[config.mk]
export PLATFORM = sky130hd
export DESIGN_NAME = ultrasonic_ranger_flat
export DESIGN_NICKNAME = d
export VERILOG_FILES = /design/src/rtl/ultrasonic_pkg.sv /design/src/rtl/ultrasonic_ranger_if.sv /design/src/rtl/tick_gen.sv /design/src/rtl/ultrasonic_ranger.sv /design/src/flat_wrapper.sv
export SDC_FILE = /design/constraint.sdc
export NUM_CORES = 1
export LEC_CHECK = 0
export BUFFER_PORTS_ARGS = -buffer_cell sky130_fd_sc_hd__buf_2
export CAP_MARGIN = 30
export CORE_MARGIN = 4
export CORE_UTILIZATION = 61
export DETAILED_ROUTE_END_ITERATION = 6
export PLACE_DENSITY_LB_ADDON = 0.1
export SLEW_MARGIN = 5
export SYNTH_ARGS = -nofsm -noshare
export SYNTH_HDL_FRONTEND = slang
export SYNTH_SLANG_ARGS = --single-unit
export TNS_END_PERCENT = 20
[constraint.sdc]
create_clock -name clk_in -period 2.5 [get_ports clk_in]
set_clock_uncertainty 0.2 [all_clocks]
set_input_delay 0.5 -clock clk_in [delete_from_list [all_inputs] [get_ports clk_in]]
set_output_delay 0.5 -clock clk_in [all_outputs]
set_load 0.01 [all_outputs]
[src/rtl/ultrasonic_pkg.sv]
// Shared types and default timing for the ultrasonic ranger and the blocks
// that use the same 1 us tick.
package ultrasonic_pkg;

    typedef enum logic [2:0] {
        IDLE      = 3'd0,
        TRIG      = 3'd1,
        WAIT_ECHO = 3'd2,
        MEASURE   = 3'd3,
        HOLDOFF   = 3'd4
    } state_e;

    localparam int DEF_TRIG_US         = 10;
    localparam int DEF_ECHO_TIMEOUT_US = 30000;
    localparam int DEF_PERIOD_US       = 60000;
    localparam int DEF_US_PER_CM       = 58;
    localparam int DEF_CNT_W           = 16;
    localparam int DEF_DIST_W          = 10;

endpackage

[src/rtl/ultrasonic_ranger_if.sv]
// Sensor pins, request controls and distance result of the ranger.
// The slave side is the ranger itself; the master side is its user.
interface ultrasonic_ranger_if
    import ultrasonic_pkg::*;
#(
    parameter int DIST_W = DEF_DIST_W
);
    logic              start;
    logic              auto_en;
    logic              echo;
    logic              trig;
    logic [DIST_W-1:0] distance;
    logic              dist_valid;
    logic              timeout;
    logic              busy;

    modport master (
        output start, auto_en, echo,
        input  trig, distance, dist_valid, timeout, busy
    );

    modport slave (
        input  start, auto_en, echo,
        output trig, distance, dist_valid, timeout, busy
    );
endinterface

[src/rtl/tick_gen.sv]
// Turns the free-running 1 MHz divided clock into a one-cycle tick on the
// system clock. The divided clock is treated as asynchronous data.
module tick_gen (
    input  logic clk_in,
    input  logic rst,
    input  logic clk_1m_i,
    output logic tick_o
);
    logic q1_q;
    logic q2_q;
    logic q3_q;

    // Two-flop synchroniser followed by one delay flop for edge detection.
    always_ff @(posedge clk_in) begin
        if (rst) begin
            q1_q <= 1'b0;
            q2_q <= 1'b0;
            q3_q <= 1'b0;
        end else begin
            q1_q <= clk_1m_i;
            q2_q <= q1_q;
            q3_q <= q2_q;
        end
    end

    assign tick_o = q2_q & ~q3_q;
endmodule

[src/rtl/ultrasonic_ranger.sv]
// HC-SR04 style measurement controller: fires the trigger pulse, times the
// echo in 1 us ticks and converts it to centimetres with a running
// divide-by-US_PER_CM, publishing the result with a one-cycle strobe.
module ultrasonic_ranger
    import ultrasonic_pkg::*;
#(
    parameter int TRIG_US         = DEF_TRIG_US,
    parameter int ECHO_TIMEOUT_US = DEF_ECHO_TIMEOUT_US,
    parameter int PERIOD_US       = DEF_PERIOD_US,
    parameter int US_PER_CM       = DEF_US_PER_CM,
    parameter int CNT_W           = DEF_CNT_W,
    parameter int DIST_W          = DEF_DIST_W
) (
    input  logic                 clk_in,
    input  logic                 rst,
    input  logic                 clk_1m,
    ultrasonic_ranger_if.slave   bus
);
    // Counter compare points: each fires on the tick that completes the interval.
    localparam logic [CNT_W-1:0] TRIG_LAST   = CNT_W'(TRIG_US - 1);
    localparam logic [CNT_W-1:0] ECHO_LAST   = CNT_W'(ECHO_TIMEOUT_US - 1);
    localparam logic [CNT_W-1:0] PERIOD_LAST = CNT_W'(PERIOD_US - 1);
    localparam logic [CNT_W-1:0] SUB_LAST    = CNT_W'(US_PER_CM - 1);

    logic              tick;
    logic              echo_m_q;
    logic              echo_s_q;
    logic              echo_p_q;
    logic              echo_rise;
    logic              echo_fall;

    state_e            state_q;
    logic              trig_q;
    logic [DIST_W-1:0] distance_q;
    logic              dist_valid_q;
    logic              timeout_q;
    logic              busy_q;
    logic [CNT_W-1:0]  us_cnt_q;
    logic [CNT_W-1:0]  period_cnt_q;
    logic [CNT_W-1:0]  sub_cnt_q;
    logic [DIST_W-1:0] cm_cnt_q;

    // Centimetre count sticks at full scale instead of wrapping.
    function automatic logic [DIST_W-1:0] cm_sat_inc(input logic [DIST_W-1:0] v);
        return (v == '1) ? v : v + 1'b1;
    endfunction

    tick_gen u_tick_gen (
        .clk_in   (clk_in),
        .rst      (rst),
        .clk_1m_i (clk_1m),
        .tick_o   (tick)
    );

    // Echo synchroniser plus previous-sample flop for edge detection.
    always_ff @(posedge clk_in) begin
        if (rst) begin
            echo_m_q <= 1'b0;
            echo_s_q <= 1'b0;
            echo_p_q <= 1'b0;
        end else begin
            echo_m_q <= bus.echo;
            echo_s_q <= echo_m_q;
            echo_p_q <= echo_s_q;
        end
    end

    // Edges only: an echo already high when WAIT_ECHO is entered never counts as a rise.
    assign echo_rise =  echo_s_q & ~echo_p_q;
    assign echo_fall = ~echo_s_q &  echo_p_q;

    // Measurement sequencer with registered pin and result outputs.
    always_ff @(posedge clk_in) begin
        if (rst) begin
            state_q      <= IDLE;
            trig_q       <= 1'b0;
            distance_q   <= '0;
            dist_valid_q <= 1'b0;
            timeout_q    <= 1'b0;
            busy_q       <= 1'b0;
            us_cnt_q     <= '0;
            period_cnt_q <= '0;
            sub_cnt_q    <= '0;
            cm_cnt_q     <= '0;
        end else begin
            dist_valid_q <= 1'b0;
            if (tick) begin
                us_cnt_q <= us_cnt_q + 1'b1;
                if (period_cnt_q != '1) begin
                    period_cnt_q <= period_cnt_q + 1'b1;
                end
            end

            case (state_q)
                IDLE: begin
                    if (bus.start || bus.auto_en) begin
                        state_q      <= TRIG;
                        trig_q       <= 1'b1;
                        busy_q       <= 1'b1;
                        us_cnt_q     <= '0;
                        period_cnt_q <= '0;
                    end
                end

                TRIG: begin
                    if (tick && us_cnt_q >= TRIG_LAST) begin
                        state_q  <= WAIT_ECHO;
                        trig_q   <= 1'b0;
                        us_cnt_q <= '0;
                    end
                end

                WAIT_ECHO: begin
                    if (echo_rise) begin
                        state_q   <= MEASURE;
                        us_cnt_q  <= '0;
                        sub_cnt_q <= '0;
                        cm_cnt_q  <= '0;
                    end else if (tick && us_cnt_q >= ECHO_LAST) begin
                        state_q   <= HOLDOFF;
                        timeout_q <= 1'b1;
                        us_cnt_q  <= '0;
                    end
                end

                MEASURE: begin
                    // The fall is checked first so a fall coinciding with the timeout still reports.
                    if (echo_fall) begin
                        state_q      <= HOLDOFF;
                        distance_q   <= cm_cnt_q;
                        dist_valid_q <= 1'b1;
                        timeout_q    <= 1'b0;
                        us_cnt_q     <= '0;
                    end else if (tick && us_cnt_q >= ECHO_LAST) begin
                        state_q   <= HOLDOFF;
                        timeout_q <= 1'b1;
                        us_cnt_q  <= '0;
                    end else if (tick) begin
                        if (sub_cnt_q >= SUB_LAST) begin
                            sub_cnt_q <= '0;
                            cm_cnt_q  <= cm_sat_inc(cm_cnt_q);
                        end else begin
                            sub_cnt_q <= sub_cnt_q + 1'b1;
                        end
                    end
                end

                HOLDOFF: begin
                    if (!bus.auto_en) begin
                        state_q  <= IDLE;
                        busy_q   <= 1'b0;
                        us_cnt_q <= '0;
                    end else if (tick && period_cnt_q >= PERIOD_LAST) begin
                        // Trigger rising edges land exactly PERIOD_US ticks apart.
                        state_q      <= TRIG;
                        trig_q       <= 1'b1;
                        us_cnt_q     <= '0;
                        period_cnt_q <= '0;
                    end
                end

                default: begin
                    state_q  <= IDLE;
                    trig_q   <= 1'b0;
                    busy_q   <= 1'b0;
                    us_cnt_q <= '0;
                end
            endcase
        end
    end

    assign bus.trig       = trig_q;
    assign bus.distance   = distance_q;
    assign bus.dist_valid = dist_valid_q;
    assign bus.timeout    = timeout_q;
    assign bus.busy       = busy_q;
endmodule

[src/flat_wrapper.sv]
// flat-port wrapper written by rule: the top's interface ports become plain ports
module ultrasonic_ranger_flat import ultrasonic_pkg::*;
#(
    parameter int TRIG_US         = DEF_TRIG_US,
    parameter int ECHO_TIMEOUT_US = DEF_ECHO_TIMEOUT_US,
    parameter int PERIOD_US       = DEF_PERIOD_US,
    parameter int US_PER_CM       = DEF_US_PER_CM,
    parameter int CNT_W           = DEF_CNT_W,
    parameter int DIST_W          = DEF_DIST_W
)
  (clk_in, rst, clk_1m, bus_start, bus_auto_en, bus_echo, bus_trig, bus_distance, bus_dist_valid, bus_timeout, bus_busy);
  ultrasonic_ranger_if #(.DIST_W(DIST_W)) bus_i ();
  input  logic clk_in;
  input  logic rst;
  input  logic clk_1m;
  input wire logic [$bits(bus_i.start)-1:0] bus_start;
  input wire logic [$bits(bus_i.auto_en)-1:0] bus_auto_en;
  input wire logic [$bits(bus_i.echo)-1:0] bus_echo;
  output wire logic [$bits(bus_i.trig)-1:0] bus_trig;
  output wire logic [$bits(bus_i.distance)-1:0] bus_distance;
  output wire logic [$bits(bus_i.dist_valid)-1:0] bus_dist_valid;
  output wire logic [$bits(bus_i.timeout)-1:0] bus_timeout;
  output wire logic [$bits(bus_i.busy)-1:0] bus_busy;
  assign bus_i.start = bus_start;
  assign bus_i.auto_en = bus_auto_en;
  assign bus_i.echo = bus_echo;
  assign bus_trig = bus_i.trig;
  assign bus_distance = bus_i.distance;
  assign bus_dist_valid = bus_i.dist_valid;
  assign bus_timeout = bus_i.timeout;
  assign bus_busy = bus_i.busy;
  ultrasonic_ranger #(.TRIG_US(TRIG_US), .ECHO_TIMEOUT_US(ECHO_TIMEOUT_US), .PERIOD_US(PERIOD_US), .US_PER_CM(US_PER_CM), .CNT_W(CNT_W), .DIST_W(DIST_W)) u_core (.clk_in(clk_in), .rst(rst), .clk_1m(clk_1m), .bus(bus_i));
endmodule
==> results_dict.tcl <==
set metrics [dict create \
    synth_top_family_by_area "simple AND/OR/NAND/NOR gates" \
    async_reset_ff_share_pct 0 \
    synth_xor_area_share_pct 6.41 \
    multi_input_area_um2 2090 \
    finalHoldViolations 0 \
    drc 0 \
    tightest_slew_ps 639 \
    synth_simple_gate_area_share_pct 29.6 \
    ant_nets 0 \
    dp_hpwl_um 5740 \
    finalWirelength_um 8080 \
    power.density_nw_per_um2 632 \
    drive_gt1_share_pct 12.7 \
    grt_pass1_vias 3240 \
    die_h_um 87.2 \
    critPathLaunchType "flip-flop" \
    min_to "u_core.echo_m_q" \
    synth.distinct_cells 50 \
    min_from "bus_echo" \
    synth_mux_area_share_pct 0.523 \
    globalplace.congestion 0.871 \
    worstHoldPathCells 2 \
    cts_tree "yes" \
    fmax_mhz 420 \
    cts_buffer_depth 2 \
    status "completed" \
    cp-end-kind "flip-flop" \
    r2r_setup_slack_ps 120 \
    route.vias.total 3376 \
    drv_slew 0 \
    avgSynthCellArea_um2 8.24 \
    htreeDepth 3 \
    cp_data_arrival_time_ps 2460 \
    cp.required_ps 2580 \
    reg2reg_to "u_core.cm_cnt_q[7]" \
    leakage_nw 1.52 \
    worstRegToRegCells 8 \
    synth_ff_type "dfxtp_1" \
    mostFrequentLayoutCell "dfxtp_1" \
    place.port_buffers 19 \
    synth_warnings 0 \
    overflow 0 \
    viasPerCell 5.89 \
    cts-root-buf "clkbuf_8" \
    dieArea_um2 7600 \
    synth_edf_count 0 \
    r2r-start "u_core.us_cnt_q[0]" \
    synthCells 464 \
    clock-sinks 81 \
    synth.ff_latch_count 81 \
    cts_made_buffers 9 \
    worstSkewPairLatency_ps 350 \
    regArea_um2 1620 \
    relSlewSlack_pct 57.4 \
    final_cell_mix "dfxtp_1 (81), nand2_1 (58), nor2_1 (54)" \
    grt_pass1_wl_um 14100 \
    setup_viol 0 \
    fp-row-count 28 \
    ioPinCount 20 \
    first_pass_iters 4 \
    critPathMaxFanout 19 \
    period_needed_ps 2380 \
    ir_worst_vdd_mv 0.724 \
    core_um2 5990 \
    fin_util_pct 71.7 \
    antenna_found_initial 0 \
    stdcell_count 573 \
    nFillCells 457 \
    netlist_area_um2 3820 \
    synth_adder_area_share_pct 2.62 \
    period_share_pct 95.2 \
    routedWlPerCell_um 14.1 \
    start_util_pct 63.8 \
    track_usage_pct 23.0 \
    die-width_um 87.2 \
    synth_compound_area_share_pct 15.0 \
    area_growth_pct 12.3 \
    seq_area_frac_synth_pct 42.4 \
    finalNetCount 507 \
    grt_max_degree 33 \
    hp-class "input pin to flip-flop" \
    drt-initial-drc-count 197 \
    critPathKind "flip-flop to flip-flop" \
    dp_cells 555 \
    rsz0062_at_grt "no" \
    cap_violations 0 \
    cts.clk_slew.worst_paths_ps 80 \
    n_antenna_cell 0 \
    syn_nets 478 \
]
## kinds of logic after synthesis
kind of cell	count (synthesis)
and+or+nand+nor	225
AOI/OAI and AO/OA	89
xor gates and xnor gates	28
DFF	81
muxes	2
adders and majority gates	8
buffers and inverters	31
## cell usage after synthesis, types with 6 or more instances
cell / n / area share [%]
or3_1: 6 / 0.98
dfxtp_1: 81 / 42
o21a_1: 8 / 1.6
nand4_1: 13 / 2.1
nand2_1: 58 / 5.7
nor2_1: 54 / 5.3
o21ai_0: 8 / 1.0
nor4_1: 7 / 1.1
ha_1: 8 / 2.6
and4_1: 6 / 1.4
and3_1: 9 / 1.5
nor2b_1: 11 / 1.8
xor2_1: 14 / 3.2
a21oi_1: 38 / 5.0
xnor2_1: 14 / 3.2
or4_1: 10 / 2.0
nor3_1: 14 / 1.8
o31ai_1: 6 / 1.2
buf_2: 6 / 0.79
clkbuf_1: 8 / 0.79
inv_1: 15 / 1.5
nand3_1: 18 / 2.4
## layout make-up
cell class,count,area share (%)
well taps,75,2.19
repair buffers,34,5.13
flip-flops and latches,81,37.8
clock buffers,11,3.53
multi-input cells,352,48.6
inverters,15,1.31
clock inverters,5,1.46
## flip-flops by register name, indices dropped and copies added (netlist names), 3 cells and up
name,flops
u_core.cm_cnt_q,10
u_core.period_cnt_q,16
u_core.state_q,3
u_core.us_cnt_q,16
u_core.sub_cnt_q,16
u_core.bus.distance,10
## worst max path at each step
stage / from / cells after the start / slack, ps / end
3_3_place_gp: u_core.us_cnt_q[0] / 8 / 130 / u_core.cm_cnt_q[8]
6_report: u_core.us_cnt_q[0] / 8 / 120 / u_core.cm_cnt_q[7]
4_1_cts: u_core.us_cnt_q[1] / 8 / -2 / u_core.cm_cnt_q[7]
3_5_place_dp: u_core.us_cnt_q[1] / 8 / 40 / u_core.cm_cnt_q[7]
2_1_floorplan: u_core.us_cnt_q[15] / 7 / 310 / u_core.us_cnt_q[10]
5_1_grt: u_core.us_cnt_q[1] / 8 / 10 / u_core.cm_cnt_q[7]
## where the power goes
| part | internal, mW | switching [mW] | total (mW) | leakage [nW] |
|---|---|---|---|---|
| Sequential | 1.32 | 0.0376 | 1.36 | 0.654 |
| Clock | 0.521 | 0.481 | 1.00 | 0.102 |
| Combinational | 0.138 | 0.217 | 0.354 | 0.761 |
| Total | 1.98 | 0.735 | 2.71 | 1.52 |
## metrics by stage
step / area, um^2 / setup slack [ps] / TNS, ps / hold WS (ps) / total power, mW
6_report: 4290 / 120 / 0 / 168 / 2.71
2_1_floorplan: 3820 / 314 / 0 / 214 / 1.63
5_1_grt: 4290 / 14.9 / 0 / 192 / 2.84
3_3_place_gp: 4050 / 129 / 0 / 231 / 1.71
4_1_cts: 4260 / -2.29 / -2.29 / 157 / 2.71
3_5_place_dp: 4050 / 38.9 / 0 / 229 / 1.72
## worst max-delay path: stages, from the launching register on
cell and delay [ps]:
dfxtp_1 330, ha_1 230, nand4_1 110, a311oi_1 140, a211oi_2 370, o211ai_2 150
buf_12 170, or4_1 470, a21oi_1 160
## routing by layer
metal | track usage [%] | share of wire [%] | vias up
li1 | - | - | 1703
met2 | 39.5 | 48 | 85
met1 | 28.0 | 46 | 1581
met4 | 6.97 | 0.87 | 0
met5 | 0 | 0 | -
met3 | 6.15 | 4.7 | 7
## repair_timing
action / 4_1_cts / 5_1_grt
resized for setup: 0 / 3
setup buffers: 0 / 2
pin swaps: 0 / 1
setup endpoints to repair: 1 / 31
hold buffers: 0 / 0
Power figures use the tool's default switching activity.
